File: config.mk
export PLATFORM = sky130hd
export DESIGN_NAME = seg7_monitor
export DESIGN_NICKNAME = d
export VERILOG_FILES = /design/src/rtl/seg7_monitor.sv
export SDC_FILE = /design/constraint.sdc
export NUM_CORES = 1
export LEC_CHECK = 0
export ABC_AREA = 1
export BUFFER_PORTS_ARGS = -buffer_cell sky130_fd_sc_hd__buf_2
export CORE_AREA = 2 2 94 60
export CTS_CLUSTER_SIZE = 24
export DETAILED_ROUTE_END_ITERATION = 10
export DIE_AREA = 0 0 96 62
export PLACE_DENSITY = 0.6
export SLEW_MARGIN = 20
export SYNTH_ARGS = -nofsm -noshare
export SYNTH_HDL_FRONTEND = slang
export SYNTH_SLANG_ARGS = --single-unit
File: constraint.sdc
create_clock -name clk -period 2.9 [get_ports clk]
set_clock_uncertainty 0.1 [all_clocks]
set_input_delay 0.435 -clock clk [delete_from_list [all_inputs] [get_ports clk]]
set_output_delay 0.435 -clock clk [all_outputs]
set_load 0.05 [all_outputs]
File: src/rtl/seg7_monitor.sv
// Receiver-side monitor for an active-low 7-segment bus: stability filter,
// pattern decode, counter-sequence check and saturating error counter.
module seg7_monitor #(
    parameter int STABLE_CYCLES = 4,
    parameter int ERR_W         = 8
) (
    input  logic             clk,
    input  logic             reset_n,
    input  logic [6:0]       seg,
    input  logic             clr_err,
    output logic [3:0]       value,
    output logic             valid,
    output logic             new_val,
    output logic             blank,
    output logic             code_err,
    output logic             seq_err,
    output logic [ERR_W-1:0] err_count
);

    localparam int               RUN_W   = $clog2(STABLE_CYCLES + 1);
    localparam logic [RUN_W-1:0] RUN_MAX = RUN_W'(STABLE_CYCLES);
    localparam logic [6:0]       SEG_OFF = 7'h7F;

    typedef enum logic {
        ST_EMPTY  = 1'b0,
        ST_LOCKED = 1'b1
    } state_t;

    state_t           r_state;
    state_t           w_state_next;
    logic [6:0]       r_cand;
    logic [6:0]       r_acc_pat;
    logic [RUN_W-1:0] r_run;
    logic [3:0]       r_value;
    logic             r_valid;
    logic             r_new_val;
    logic             r_blank;
    logic             r_code_err;
    logic             r_seq_err;
    logic [ERR_W-1:0] r_err_count;

    logic             w_match;
    logic [RUN_W-1:0] w_run_base;
    logic [RUN_W-1:0] w_run_next;
    logic             w_accept;
    logic             w_legal;
    logic             w_is_blank;
    logic [3:0]       w_dec;
    logic             w_new_val_next;
    logic             w_code_err_next;
    logic             w_seq_err_next;
    logic             w_err_inc;
    logic [ERR_W-1:0] w_err_next;

    // A changed pattern starts a fresh run from zero, so with a window of 1
    // it is accepted on its very first edge.
    always_comb begin
        w_match    = (seg == r_cand);
        w_run_base = w_match ? r_run : '0;
        w_run_next = (w_run_base == RUN_MAX) ? RUN_MAX : w_run_base + 1'b1;
        w_accept   = (w_run_next == RUN_MAX) && (w_run_base < RUN_MAX) &&
                     ((r_state == ST_EMPTY) || (seg != r_acc_pat));
    end

    always_comb begin
        w_legal    = 1'b1;
        w_is_blank = 1'b0;
        w_dec      = 4'h0;
        case (seg)
            7'h40:   w_dec = 4'h0;
            7'h79:   w_dec = 4'h1;
            7'h24:   w_dec = 4'h2;
            7'h30:   w_dec = 4'h3;
            7'h19:   w_dec = 4'h4;
            7'h12:   w_dec = 4'h5;
            7'h02:   w_dec = 4'h6;
            7'h78:   w_dec = 4'h7;
            7'h00:   w_dec = 4'h8;
            7'h10:   w_dec = 4'h9;
            7'h08:   w_dec = 4'hA;
            7'h03:   w_dec = 4'hB;
            7'h46:   w_dec = 4'hC;
            7'h21:   w_dec = 4'hD;
            7'h06:   w_dec = 4'hE;
            7'h0E:   w_dec = 4'hF;
            SEG_OFF: begin
                w_legal    = 1'b0;
                w_is_blank = 1'b1;
            end
            default: w_legal = 1'b0;
        endcase
    end

    always_comb begin
        w_state_next    = w_accept ? ST_LOCKED : r_state;
        w_new_val_next  = w_accept && w_legal;
        w_code_err_next = w_accept && !w_legal && !w_is_blank;
        w_seq_err_next  = w_accept && w_legal && r_valid && (w_dec != r_value + 4'd1);
        w_err_inc       = w_code_err_next || w_seq_err_next;
        w_err_next      = r_err_count;
        if (clr_err)
            w_err_next = w_err_inc ? ERR_W'(1) : '0;
        else if (w_err_inc && (r_err_count != {ERR_W{1'b1}}))
            w_err_next = r_err_count + 1'b1;
    end

    always_ff @(posedge clk or negedge reset_n) begin
        if (!reset_n)
            r_state <= ST_EMPTY;
        else
            r_state <= w_state_next;
    end

    always_ff @(posedge clk or negedge reset_n) begin
        if (!reset_n) begin
            r_cand      <= SEG_OFF;
            r_run       <= '0;
            r_acc_pat   <= SEG_OFF;
            r_value     <= 4'h0;
            r_valid     <= 1'b0;
            r_new_val   <= 1'b0;
            r_blank     <= 1'b0;
            r_code_err  <= 1'b0;
            r_seq_err   <= 1'b0;
            r_err_count <= '0;
        end else begin
            r_cand      <= seg;
            r_run       <= w_run_next;
            r_new_val   <= w_new_val_next;
            r_code_err  <= w_code_err_next;
            r_seq_err   <= w_seq_err_next;
            r_err_count <= w_err_next;
            if (w_accept) begin
                r_acc_pat <= seg;
                // Illegal patterns leave value/valid/blank untouched.
                if (w_legal) begin
                    r_value <= w_dec;
                    r_valid <= 1'b1;
                    r_blank <= 1'b0;
                end else if (w_is_blank) begin
                    r_valid <= 1'b0;
                    r_blank <= 1'b1;
                end
            end
        end
    end

    assign value     = r_value;
    assign valid     = r_valid;
    assign new_val   = r_new_val;
    assign blank     = r_blank;
    assign code_err  = r_code_err;
    assign seq_err   = r_seq_err;
    assign err_count = r_err_count;

endmodule

; ---- After elaboration in Yosys (flattened, before gate mapping)
; Cells that the tools add are included.
; Widths: inputs -> output; s select.
[word_totals]
ff_bits = 35
in_bits = 10
elab_cells = 68
[classes]
add_sub_neg = 3
n_lt_le_gt_ge = 1
n_eq_ne = 22
muxes = 12
bitwise_logic = 1
n_reduce_logical = 18
[ops]
columns = operator, count
row1 = $pmux 4 s15, 1
row2 = $eq 7x7->1 const B, 5
row3 = $eq 7x5->1 const B, 3
row4 = $eq 7x6->1 const B, 3
row5 = $mux 8, 2
row6 = $reduce_or 16->1, 1
row7 = $eq 7x2->1 const B, 2
row8 = $eq 7x4->1 const B, 2
row9 = $add 8x1->8 const B, 1
row10 = $logic_and 1x1->1, 8
row11 = $ne 8x8->1 const B, 1
row12 = $eq 7x3->1 const B, 1
row13 = $eq 7x7->1, 1
row14 = $logic_not 7->1, 1
row15 = $mux 1, 7
row16 = $ne 7x7->1, 1
row17 = $eq 3x3->1 const B, 2
row18 = $mux 3, 2
row19 = $add 4x1->4 const B, 1
row20 = $ne 4x4->1, 1
row21 = $reduce_and 2->1, 2
row22 = $reduce_bool 2->1, 2
row23 = $add 3x1->3 const B, 1
row24 = $lt 3x3->1 const B, 1
row25 = 3 further kinds, 5

; ---- Longest topological paths before layout
; Gate-level depths: netlist of run 1.
[logic_depth]
word_depth = 14
ltp_mapped = 19
ltp_nobuf = 18

; ---- Worst setup path after synthesis of run 1
; Ideal clock, no wire load.
[synth_path]
path_type = input port to flip-flop
start = input port seg[6]
end = register r_err_count[2] (netlist: err_count[2])
setup_ns = 0.121
t_arrival_ns = 2.149
t_required_ns = 2.679
slack_ns = 0.530
cell_stages = 19
n_path_buf = 1
cell_sequence = buf_4 -> inv_2 -> nand2_1 -> nand2_1 -> nor2_2 -> nand2_2 -> nor2_4 -> nand2_1 -> inv_1 -> ha_1 -> nand4_1 -> clkinv_1 -> nand3_4 -> nor2_4 -> nand3_2 -> nand2_4 -> nand2_4 -> nand3_1 -> nand2_1
[synth_between]
elab_chain_len = 13
word_cells_on_any_way = 43
classes_between = add/sub (1) / order compare (1) / eq/ne (21) / mux (5) / reduce/logical (15)
[synth_lines]
columns = item, line_no
row1 = start: declaration, 9  ; input logic [6:0] seg,
row2 = $eq 7x7->1, 58  ; w_match = (seg == r_cand);
row3 = $mux 3, 59  ; w_run_base = w_match ? r_run : '0;
row4 = $add 3x1->3 or $eq 3x3->1 (tied branches), 60  ; w_run_next = (w_run_base == RUN_MAX) ? RUN_MAX : w_run_base + 1'b1;
row5 = $mux 3, 60
row6 = $eq 3x3->1, 61  ; w_accept = (w_run_next == RUN_MAX) && (w_run_base < RUN_MAX) &&
row7 = $logic_and 1x1->1 (2 in series), 61
row8 = $logic_and 1x1->1 *, --
row9 = named net w_new_val_next, 49  ; logic w_new_val_next;
row10 = $logic_and 1x1->1 * (2 in series), 98  ; w_seq_err_next = w_accept && w_legal && r_valid && (w_dec != r_value + 4'd1);
row11 = $logic_or 1x1->1 *, 99  ; w_err_inc = w_code_err_next || w_seq_err_next;
row12 = $logic_and 1x1->1 *, 103  ; else if (w_err_inc && (r_err_count != {ERR_W{1'b1}}))
row13 = $reduce_bool 2->1 (no line) *, --
row14 = end signal: assignment, 132  ; r_err_count <= w_err_next;
row15 = end: declaration, 40  ; logic [ERR_W-1:0] r_err_count;
; Mark *: on every way through the listed nets, which the timed path passes. The rest lies on a longest branch.
; A chain may end at the register's enable or synchronous reset.

; ---- Worst setup path in the final report of run 1
[layout_path]
start = register r_cand[6]
end = register r_err_count[4] (netlist: err_count[4])
[layout_between]
elab_chain_len = 13
word_cells_on_any_way = 17
classes_between = add/sub (1) / order compare (1) / eq/ne (3) / mux (2) / reduce/logical (10)
[layout_lines]
columns = item, line_no
row1 = start: declaration, 31  ; logic [6:0] r_cand;
row2 = start signal: assignment, 127  ; r_cand <= seg;
row3 = $eq 7x7->1 *, 58
row4 = $mux 3 *, 59
row5 = $add 3x1->3 or $eq 3x3->1 (tied branches), 60
row6 = $mux 3, 60
row7 = $eq 3x3->1, 61
row8 = $logic_and 1x1->1 * (2 in series), 61
row9 = $logic_and 1x1->1 *, --
row10 = named net w_new_val_next, 49
row11 = $logic_and 1x1->1 * (2 in series), 98
row12 = $logic_or 1x1->1 *, 99
row13 = $logic_and 1x1->1 *, 103
row14 = $reduce_bool 2->1 (no line) *, --
; Marked as above.

==> impl_metrics.xml, run 1 <==
<?xml version="1.0" encoding="UTF-8"?>
<metrics>
  <group name="global_routing">
    <metric name="antenna_found_initial" unit="">0</metric>
    <metric name="grt_overflow" unit="">0</metric>
    <metric name="maximum_number_of_pins_on_one_net_before_global_route_repair" unit="">36</metric>
    <metric name="first_pass_grt_wire_length" unit="microns">8470</metric>
    <metric name="global_route.usage.total" unit="%">18.8</metric>
    <metric name="grt_pass1_vias" unit="">1743</metric>
  </group>
  <group name="setup_path">
    <metric name="required" unit="ns">2.98</metric>
    <metric name="critical-path-slowest-cell" unit="">sky130_fd_sc_hd__dfstp_2</metric>
    <metric name="crit_path_cell_trace" unit="">inv_1 -&gt; nand2_1 -&gt; nand2_1 -&gt; nor2_2 -&gt; nand2_2 -&gt; nor2_4 -&gt; nand2_1 -&gt; inv_1 -&gt; ha_1 -&gt; nand4_1 -&gt; clkinv_1 -&gt; nand3_4 -&gt; nor2_4 -&gt; nand3_2 -&gt; nand2_4 -&gt; nand2_4 -&gt; nand3_1 -&gt; nand2_1</metric>
    <metric name="cpPeakStageDelay" unit="ns">0.53</metric>
    <metric name="r2r_cells" unit="">18</metric>
    <metric name="data_arrival_time_at_the_worst_slack_endpoint" unit="ns">2.59</metric>
    <metric name="cp_common_cell" unit="">sky130_fd_sc_hd__nand2_1</metric>
    <metric name="setup.worst_path.start_class" unit="">flop</metric>
    <metric name="path_class" unit="">flop to flop</metric>
    <metric name="timing.critical_path.to_type" unit="">flop</metric>
    <metric name="critical_path.max_fanout" unit="">8</metric>
  </group>
  <group name="floorplanning">
    <metric name="dieArea" unit="sq mm">0.00595</metric>
    <metric name="num_rows" unit="">21</metric>
    <metric name="floorplan.initialDensity" unit="%">42.5</metric>
    <metric name="die_x" unit="microns">96</metric>
    <metric name="placeableCoreArea" unit="sq mm">0.00523</metric>
    <metric name="io_pins" unit="">27</metric>
    <metric name="chipHeight" unit="microns">62</metric>
  </group>
  <group name="final_layout">
    <metric name="seq_area" unit="sq um">893</metric>
    <metric name="synthToLayoutAreaGrowth" unit="%">14.4</metric>
    <metric name="filler_cell_count" unit="">519</metric>
    <metric name="diodes" unit="">0</metric>
    <metric name="multi_input_area" unit="sq mm">0.00115</metric>
    <metric name="finish.net_count" unit="">350</metric>
    <metric name="final_layout_size_suffix_gt1_share" unit="%">23.4</metric>
    <metric name="layout_common_cells" unit="">sky130_fd_sc_hd__nand2_1 (95), sky130_fd_sc_hd__inv_1 (34), sky130_fd_sc_hd__nor2_1 (34)</metric>
    <metric name="mostFrequentLayoutCell" unit="">sky130_fd_sc_hd__nand2_1</metric>
    <metric name="layout.core_utilization" unit="%">48.6</metric>
  </group>
  <group name="placement">
    <metric name="portBuffers" unit="">26</metric>
    <metric name="gpl.final_weighted_congestion" unit="">0.895</metric>
    <metric name="detailed_place_hpwl" unit="microns">3840</metric>
  </group>
  <group name="clock_tree">
    <metric name="cts.repair_timing.setup_buffer_count" unit="">0</metric>
    <metric name="cts-root-to-sink-buffers" unit="">2</metric>
    <metric name="sinks_on_clock_net" unit="">35</metric>
    <metric name="postCtsHoldBufs" unit="">0</metric>
    <metric name="cts.htree.levels" unit="">2</metric>
    <metric name="clkLatencyLatePin" unit="ns">0.29</metric>
    <metric name="cts_resized" unit="">0</metric>
    <metric name="clock-root-buffer" unit="">sky130_fd_sc_hd__clkbuf_8</metric>
    <metric name="cts_tree" unit="">done</metric>
    <metric name="cts_made_buffers" unit="">5</metric>
    <metric name="clk_pin_slew" unit="ns">0.08</metric>
  </group>
  <group name="timing">
    <metric name="setup-violations-final" unit="">0</metric>
    <metric name="worst_pin_slew" unit="ns">0.785</metric>
    <metric name="setup-tns-final" unit="ns">0</metric>
    <metric name="clock.fmax" unit="GHz">0.397</metric>
    <metric name="final_min_period" unit="ns">2.52</metric>
    <metric name="report.final.slew_viol_count" unit="">0</metric>
    <metric name="final_min_period_over_clock_period" unit="%">86.8</metric>
    <metric name="rsz0062_at_grt" unit="">false</metric>
    <metric name="max-slew-margin-rel" unit="%">47.7</metric>
    <metric name="finalHoldViolCount" unit="">0</metric>
  </group>
  <group name="logic_synthesis">
    <metric name="yosys_register_bits" unit="">35</metric>
    <metric name="syn-num-nets" unit="">319</metric>
    <metric name="yosysWarnings" unit="">0</metric>
    <metric name="sequential_element_share_of_the_synthesized_area" unit="%">40.2</metric>
    <metric name="syn-mean-instance-area" unit="sq um">7.28</metric>
    <metric name="synth_cells" unit="">305</metric>
    <metric name="distinct_cell_type_count_of_the_synthesized_netlist" unit="">29</metric>
    <metric name="mappedNetlistArea" unit="sq mm">0.00222</metric>
  </group>
  <group name="route">
    <metric name="wl" unit="microns">5070</metric>
    <metric name="wire_per_inst" unit="microns">12.5</metric>
    <metric name="drtPass1Iterations" unit="">4</metric>
    <metric name="num_vias" unit="">1963</metric>
    <metric name="avgViaCountPerCell" unit="">4.83</metric>
    <metric name="first_iter_violations" unit="">95</metric>
    <metric name="drt.antenna.violating_nets" unit="">0</metric>
    <metric name="post-route-drc-count" unit="">0</metric>
  </group>
  <group name="job">
    <metric name="reported_max_cap_violation_count" unit="">0</metric>
  </group>
  <group name="pwr">
    <metric name="power.leakage" unit="nW">1.45</metric>
    <metric name="peakVddDrop" unit="mV">0.233</metric>
    <metric name="power-per-cell-area" unit="mW/mm^2">409</metric>
  </group>
  <group name="hold_path">
    <metric name="worstHoldPathType" unit="">input pin to async pin</metric>
  </group>
  <group name="outcome">
    <metric name="run_status" unit="">completed</metric>
  </group>
</metrics>
stage by stage:
step | instance area, sq um | hold WS (ns) | instances | setup WS (ns) | power (mW)
2_1_floorplan | 2220 | 0.0394 | 305 | 0.530 | 0.563
3_3_place_gp | 2430 | 0.359 | 398 | 0.275 | 0.598
4_1_cts | 2540 | 0.140 | 406 | 0.380 | 1.05
3_5_place_dp | 2430 | 0.365 | 398 | 0.179 | 0.599
6_report | 2540 | 0.125 | 406 | 0.383 | 1.04
5_1_grt | 2540 | 0.182 | 406 | 0.128 | 1.08
area by class of cell:
type,count,area share [%]
clock buffers,5,2.71
clock inverters,3,1.72
inverters,43,6.35
multi-input cells,224,45.2
flip-flops and latches,35,35.2
well taps,69,3.40
repair buffers,27,5.42
kinds of logic (layout without fill, tap and decap cells):
kind of cell,after synthesis,after routing,synth area share (%)
fa+ha+maj,4,4,2.25
compound gates,19,19,4.68
buf+inv,46,78,8.00
flops,35,35,40.2
simple gates,189,189,40.1
xor+xnor,12,12,4.74
flip-flops by register name, indices dropped and copies added, names as in the netlist:
register   flops
value          4
seq_err        1
code_err       1
blank          1
r_cand         7
r_run          3
err_count      8
r_acc_pat      7
r_state        1
new_val        1
valid          1
synthesized netlist by cell type:
cell type	n	share of area, %
sky130_fd_sc_hd__xnor2_1	2	0.79
sky130_fd_sc_hd__buf_2	1	0.23
sky130_fd_sc_hd__a21oi_1	1	0.23
sky130_fd_sc_hd__nand3b_1	2	0.68
sky130_fd_sc_hd__nor3_1	7	1.6
sky130_fd_sc_hd__buf_4	1	0.34
sky130_fd_sc_hd__nor4_1	1	0.28
sky130_fd_sc_hd__nand2_4	3	1.5
sky130_fd_sc_hd__a31oi_1	4	1.1
sky130_fd_sc_hd__dfstp_2	14	17
sky130_fd_sc_hd__clkinv_1	1	0.17
sky130_fd_sc_hd__clkbuf_1	1	0.17
sky130_fd_sc_hd__nand2_1	95	16
sky130_fd_sc_hd__xor2_1	10	3.9
sky130_fd_sc_hd__nand3_4	1	0.79
sky130_fd_sc_hd__nor2_2	3	0.85
sky130_fd_sc_hd__nor2_4	4	2.0
sky130_fd_sc_hd__dfrtp_1	21	24
sky130_fd_sc_hd__nand3_1	17	3.8
sky130_fd_sc_hd__nand2_2	8	2.3
sky130_fd_sc_hd__o21ai_0	12	2.7
sky130_fd_sc_hd__nor2_1	34	5.7
sky130_fd_sc_hd__inv_2	8	1.4
sky130_fd_sc_hd__o22ai_1	1	0.28
sky130_fd_sc_hd__nand3_2	3	1.4
sky130_fd_sc_hd__inv_1	34	5.7
sky130_fd_sc_hd__nand4_1	11	3.1
sky130_fd_sc_hd__ha_1	4	2.3
sky130_fd_sc_hd__o21bai_1	1	0.34
layer usage:
layer	share of wire (%)	wire length (microns)	vias to the layer above	GRT usage [%]
met3	4.6	232	5	4.58
li1	-	-	1022	-
met1	55	2810	895	29.8
met2	39	1990	41	25.6
met5	0	0	-	0
met4	0.61	31	0	3.47
worst max-delay path: cells and delay by family (launching register included):
kind	cells	cell delay, ns
AND/OR/NAND/NOR	14	1.37
flip-flops	1	0.53
buffers and inverters	3	0.21
adder cells (fa/ha/maj)	1	0.18
final timing paths:
check,from,end,slack (ns)
worst max-delay path,r_cand[6]$_DFF_PN1_,err_count[4]$_DFFE_PN0P_,0.38
worst min-delay path,reset_n,blank$_DFFE_PN0P_,0.12
worst max register to register,r_cand[6]$_DFF_PN1_,err_count[4]$_DFFE_PN0P_,0.38
worst min register to register,r_state$_DFFE_PN0P_,r_state$_DFFE_PN0P_,0.39
max in group asynchronous,reset_n,err_count[0]$_DFFE_PN0P_,2.08
min in group clk,seg[1],r_cand[1]$_DFF_PN1_,0.19
power breakdown:
group          switching, mW  total [mW]  internal [mW]
Combinational         0.0663      0.0901         0.0238
Sequential           0.00257       0.500          0.497
Clock                  0.193       0.449          0.256
Total                  0.262        1.04          0.777
No activity file was read; power rests on OpenSTA's default activity.
==> inputs of run 2 (changes only) <==
--- a/config.mk
+++ b/config.mk
@@ -7,11 +7,11 @@
 export LEC_CHECK = 0
 export ABC_AREA = 1
 export BUFFER_PORTS_ARGS = -buffer_cell sky130_fd_sc_hd__buf_2
-export CORE_AREA = 2 2 94 60
+export CORE_AREA = 2 2 74 76
 export CTS_CLUSTER_SIZE = 24
 export DETAILED_ROUTE_END_ITERATION = 10
-export DIE_AREA = 0 0 96 62
-export PLACE_DENSITY = 0.6
+export DIE_AREA = 0 0 76 78
+export PLACE_DENSITY = 0.59
 export SLEW_MARGIN = 20
 export SYNTH_ARGS = -nofsm -noshare
 export SYNTH_HDL_FRONTEND = slang
==> impl_metrics.xml, run 2 (synthesized netlist as in run 1, its figures left out) <==
<?xml version="1.0" encoding="UTF-8"?>
<metrics>
  <group name="global_routing">
    <metric name="first_pass_grt_wire_length" unit="microns">8560</metric>
    <metric name="grt_pass1_vias" unit="">1886</metric>
    <metric name="grt_overflow" unit="">0</metric>
    <metric name="antenna_found_initial" unit="">0</metric>
    <metric name="maximum_number_of_pins_on_one_net_before_global_route_repair" unit="">36</metric>
    <metric name="global_route.usage.total" unit="%">17.9</metric>
  </group>
  <group name="floorplanning">
    <metric name="die_x" unit="microns">76</metric>
    <metric name="floorplan.initialDensity" unit="%">44.0</metric>
    <metric name="dieArea" unit="sq mm">0.00593</metric>
    <metric name="io_pins" unit="">27</metric>
    <metric name="num_rows" unit="">26</metric>
    <metric name="chipHeight" unit="microns">78</metric>
    <metric name="placeableCoreArea" unit="sq mm">0.00504</metric>
  </group>
  <group name="final_layout">
    <metric name="largest_register_ff_count" unit="">8</metric>
    <metric name="synthToLayoutAreaGrowth" unit="%">13.9</metric>
    <metric name="final-instance-count-excl-fill" unit="">407</metric>
    <metric name="diodes" unit="">0</metric>
    <metric name="finish.net_count" unit="">350</metric>
    <metric name="final_layout_size_suffix_gt1_share" unit="%">23.1</metric>
    <metric name="layout_common_cells" unit="">sky130_fd_sc_hd__nand2_1 (95), sky130_fd_sc_hd__inv_1 (34), sky130_fd_sc_hd__nor2_1 (34)</metric>
    <metric name="layout.core_utilization" unit="%">50.1</metric>
    <metric name="mostFrequentLayoutCell" unit="">sky130_fd_sc_hd__nand2_1</metric>
  </group>
  <group name="setup_path">
    <metric name="crit_path_cell_trace" unit="">inv_1 -&gt; nand2_1 -&gt; nand2_1 -&gt; nor2_2 -&gt; nand2_2 -&gt; nor2_4 -&gt; nand2_1 -&gt; inv_1 -&gt; ha_1 -&gt; nand4_1 -&gt; clkinv_1 -&gt; nand3_4 -&gt; nor2_4 -&gt; nand3_2 -&gt; nand2_4 -&gt; nand2_4 -&gt; nand3_1 -&gt; nand2_1</metric>
    <metric name="cpPeakStageDelay" unit="ns">0.53</metric>
    <metric name="r2r_setup_slack" unit="ns">0.41</metric>
    <metric name="timing.critical_path.to_type" unit="">flop</metric>
    <metric name="critical_path.max_fanout" unit="">8</metric>
    <metric name="setup.worst_path.start_class" unit="">flop</metric>
    <metric name="critical-path-slowest-cell" unit="">sky130_fd_sc_hd__dfstp_2</metric>
    <metric name="cp_common_cell" unit="">sky130_fd_sc_hd__nand2_1</metric>
    <metric name="required" unit="ns">2.97</metric>
    <metric name="path_class" unit="">flop to flop</metric>
    <metric name="data_arrival_time_at_the_worst_slack_endpoint" unit="ns">2.57</metric>
  </group>
  <group name="timing">
    <metric name="setup-violations-final" unit="">0</metric>
    <metric name="final_min_period_over_clock_period" unit="%">86.0</metric>
    <metric name="rsz0062_at_grt" unit="">false</metric>
    <metric name="worst_pin_slew" unit="ns">0.799</metric>
    <metric name="report.final.slew_viol_count" unit="">0</metric>
    <metric name="max-slew-margin-rel" unit="%">46.7</metric>
    <metric name="final_min_period" unit="ns">2.49</metric>
    <metric name="finalHoldViolCount" unit="">0</metric>
    <metric name="whs" unit="ns">0.140</metric>
    <metric name="clock.fmax" unit="GHz">0.401</metric>
    <metric name="setup-tns-final" unit="ns">0</metric>
  </group>
  <group name="pwr">
    <metric name="power-per-cell-area" unit="mW/mm^2">386</metric>
    <metric name="peakVddDrop" unit="mV">0.224</metric>
    <metric name="power.leakage" unit="nW">1.45</metric>
  </group>
  <group name="route">
    <metric name="drt.antenna.violating_nets" unit="">0</metric>
    <metric name="wl_met2" unit="microns">2110</metric>
    <metric name="routed.top_layer" unit="">met4</metric>
    <metric name="met3WireLength" unit="microns">147</metric>
    <metric name="avgViaCountPerCell" unit="">4.77</metric>
    <metric name="post-route-drc-count" unit="">0</metric>
    <metric name="num_vias" unit="">1942</metric>
    <metric name="wl" unit="microns">4750</metric>
    <metric name="wirelength_met1" unit="microns">2400</metric>
    <metric name="first_iter_violations" unit="">42</metric>
    <metric name="drtPass1Iterations" unit="">4</metric>
    <metric name="wire_per_inst" unit="microns">11.7</metric>
  </group>
  <group name="job">
    <metric name="reported_max_cap_violation_count" unit="">0</metric>
  </group>
  <group name="clock_tree">
    <metric name="clk_pin_slew" unit="ns">0.07</metric>
    <metric name="cts.repair_timing.setup_buffer_count" unit="">0</metric>
    <metric name="cts-root-to-sink-buffers" unit="">2</metric>
    <metric name="sinks_on_clock_net" unit="">35</metric>
    <metric name="cts.htree.levels" unit="">2</metric>
    <metric name="cts_resized" unit="">0</metric>
    <metric name="clkLatencyLatePin" unit="ns">0.28</metric>
    <metric name="cts_tree" unit="">done</metric>
    <metric name="cts_made_buffers" unit="">5</metric>
    <metric name="postCtsHoldBufs" unit="">0</metric>
    <metric name="clock-root-buffer" unit="">sky130_fd_sc_hd__clkbuf_8</metric>
  </group>
  <group name="placement">
    <metric name="gpl.final_weighted_congestion" unit="">0.885</metric>
    <metric name="post-place-cells" unit="">399</metric>
    <metric name="portBuffers" unit="">26</metric>
    <metric name="detailed_place_hpwl" unit="microns">3580</metric>
  </group>
  <group name="hold_path">
    <metric name="worstHoldPathType" unit="">input pin to async pin</metric>
  </group>
  <group name="outcome">
    <metric name="run_status" unit="">completed</metric>
  </group>
</metrics>
[run 2: changes by cell type in the layout (fill, tap and decap cells not counted)]
cell                        before  now
sky130_fd_sc_hd__clkinv_2        1    0
sky130_fd_sc_hd__clkinv_4        1    0
sky130_fd_sc_hd__clkbuf_8        5    7
sky130_fd_sc_hd__bufinv_16       1    0
sky130_fd_sc_hd__clkbuf_1        0    1
[run 2: metrics by stage]
stage,worst slack [ns],power [mW],area [sq um]
global placement,0.215,0.597,2430
detailed placement,0.194,0.597,2430
floorplan,0.530,0.563,2220
CTS,0.375,0.994,2530
finish,0.407,0.975,2530
global route,0.182,1.03,2530
[run 2: where the power goes]
group	internal, mW	switching [mW]
clock network	0.217	0.171
registers	0.498	0.00264
logic	0.0238	0.0626
[run 2: area by class of cell]
| type | count | area, sq um |
|---|---|---|
| sequential | 35 | 893 |
| timing repair buffer | 27 | 138 |
| inverter | 43 | 161 |
| multi-input combinational | 224 | 1150 |
| clock buffer | 8 | 100 |
| tap | 70 | 87.6 |
| fill | 517 | 2510 |
[run 2: worst paths after layout]
kind | startpoint | endpoint | cells after the start
setup / recovery | r_cand[4]$_DFF_PN1_ | err_count[0]$_DFFE_PN0P_ | 18
hold / removal | reset_n | err_count[3]$_DFFE_PN0P_ | 1
setup reg to reg | r_cand[4]$_DFF_PN1_ | err_count[0]$_DFFE_PN0P_ | 18
hold reg to reg | r_state$_DFFE_PN0P_ | r_state$_DFFE_PN0P_ | 2
max in group asynchronous | reset_n | err_count[7]$_DFFE_PN0P_ | 1
min in group clk | seg[4] | r_cand[4]$_DFF_PN1_ | 1
[run 2: metal layers]
metal,track usage [%],vias up
li1,-,1023
met1,23.1,876
met2,30.0,34
met3,3.14,9
met4,6.73,0
met5,0,-
[run 2: critical path, delay by kind of cell (launching register included)]
family	cells	cell delay [ns]
DFF	1	0.53
and+or+nand+nor	14	1.35
buffers and inverters	3	0.22
adders and majority gates	1	0.19
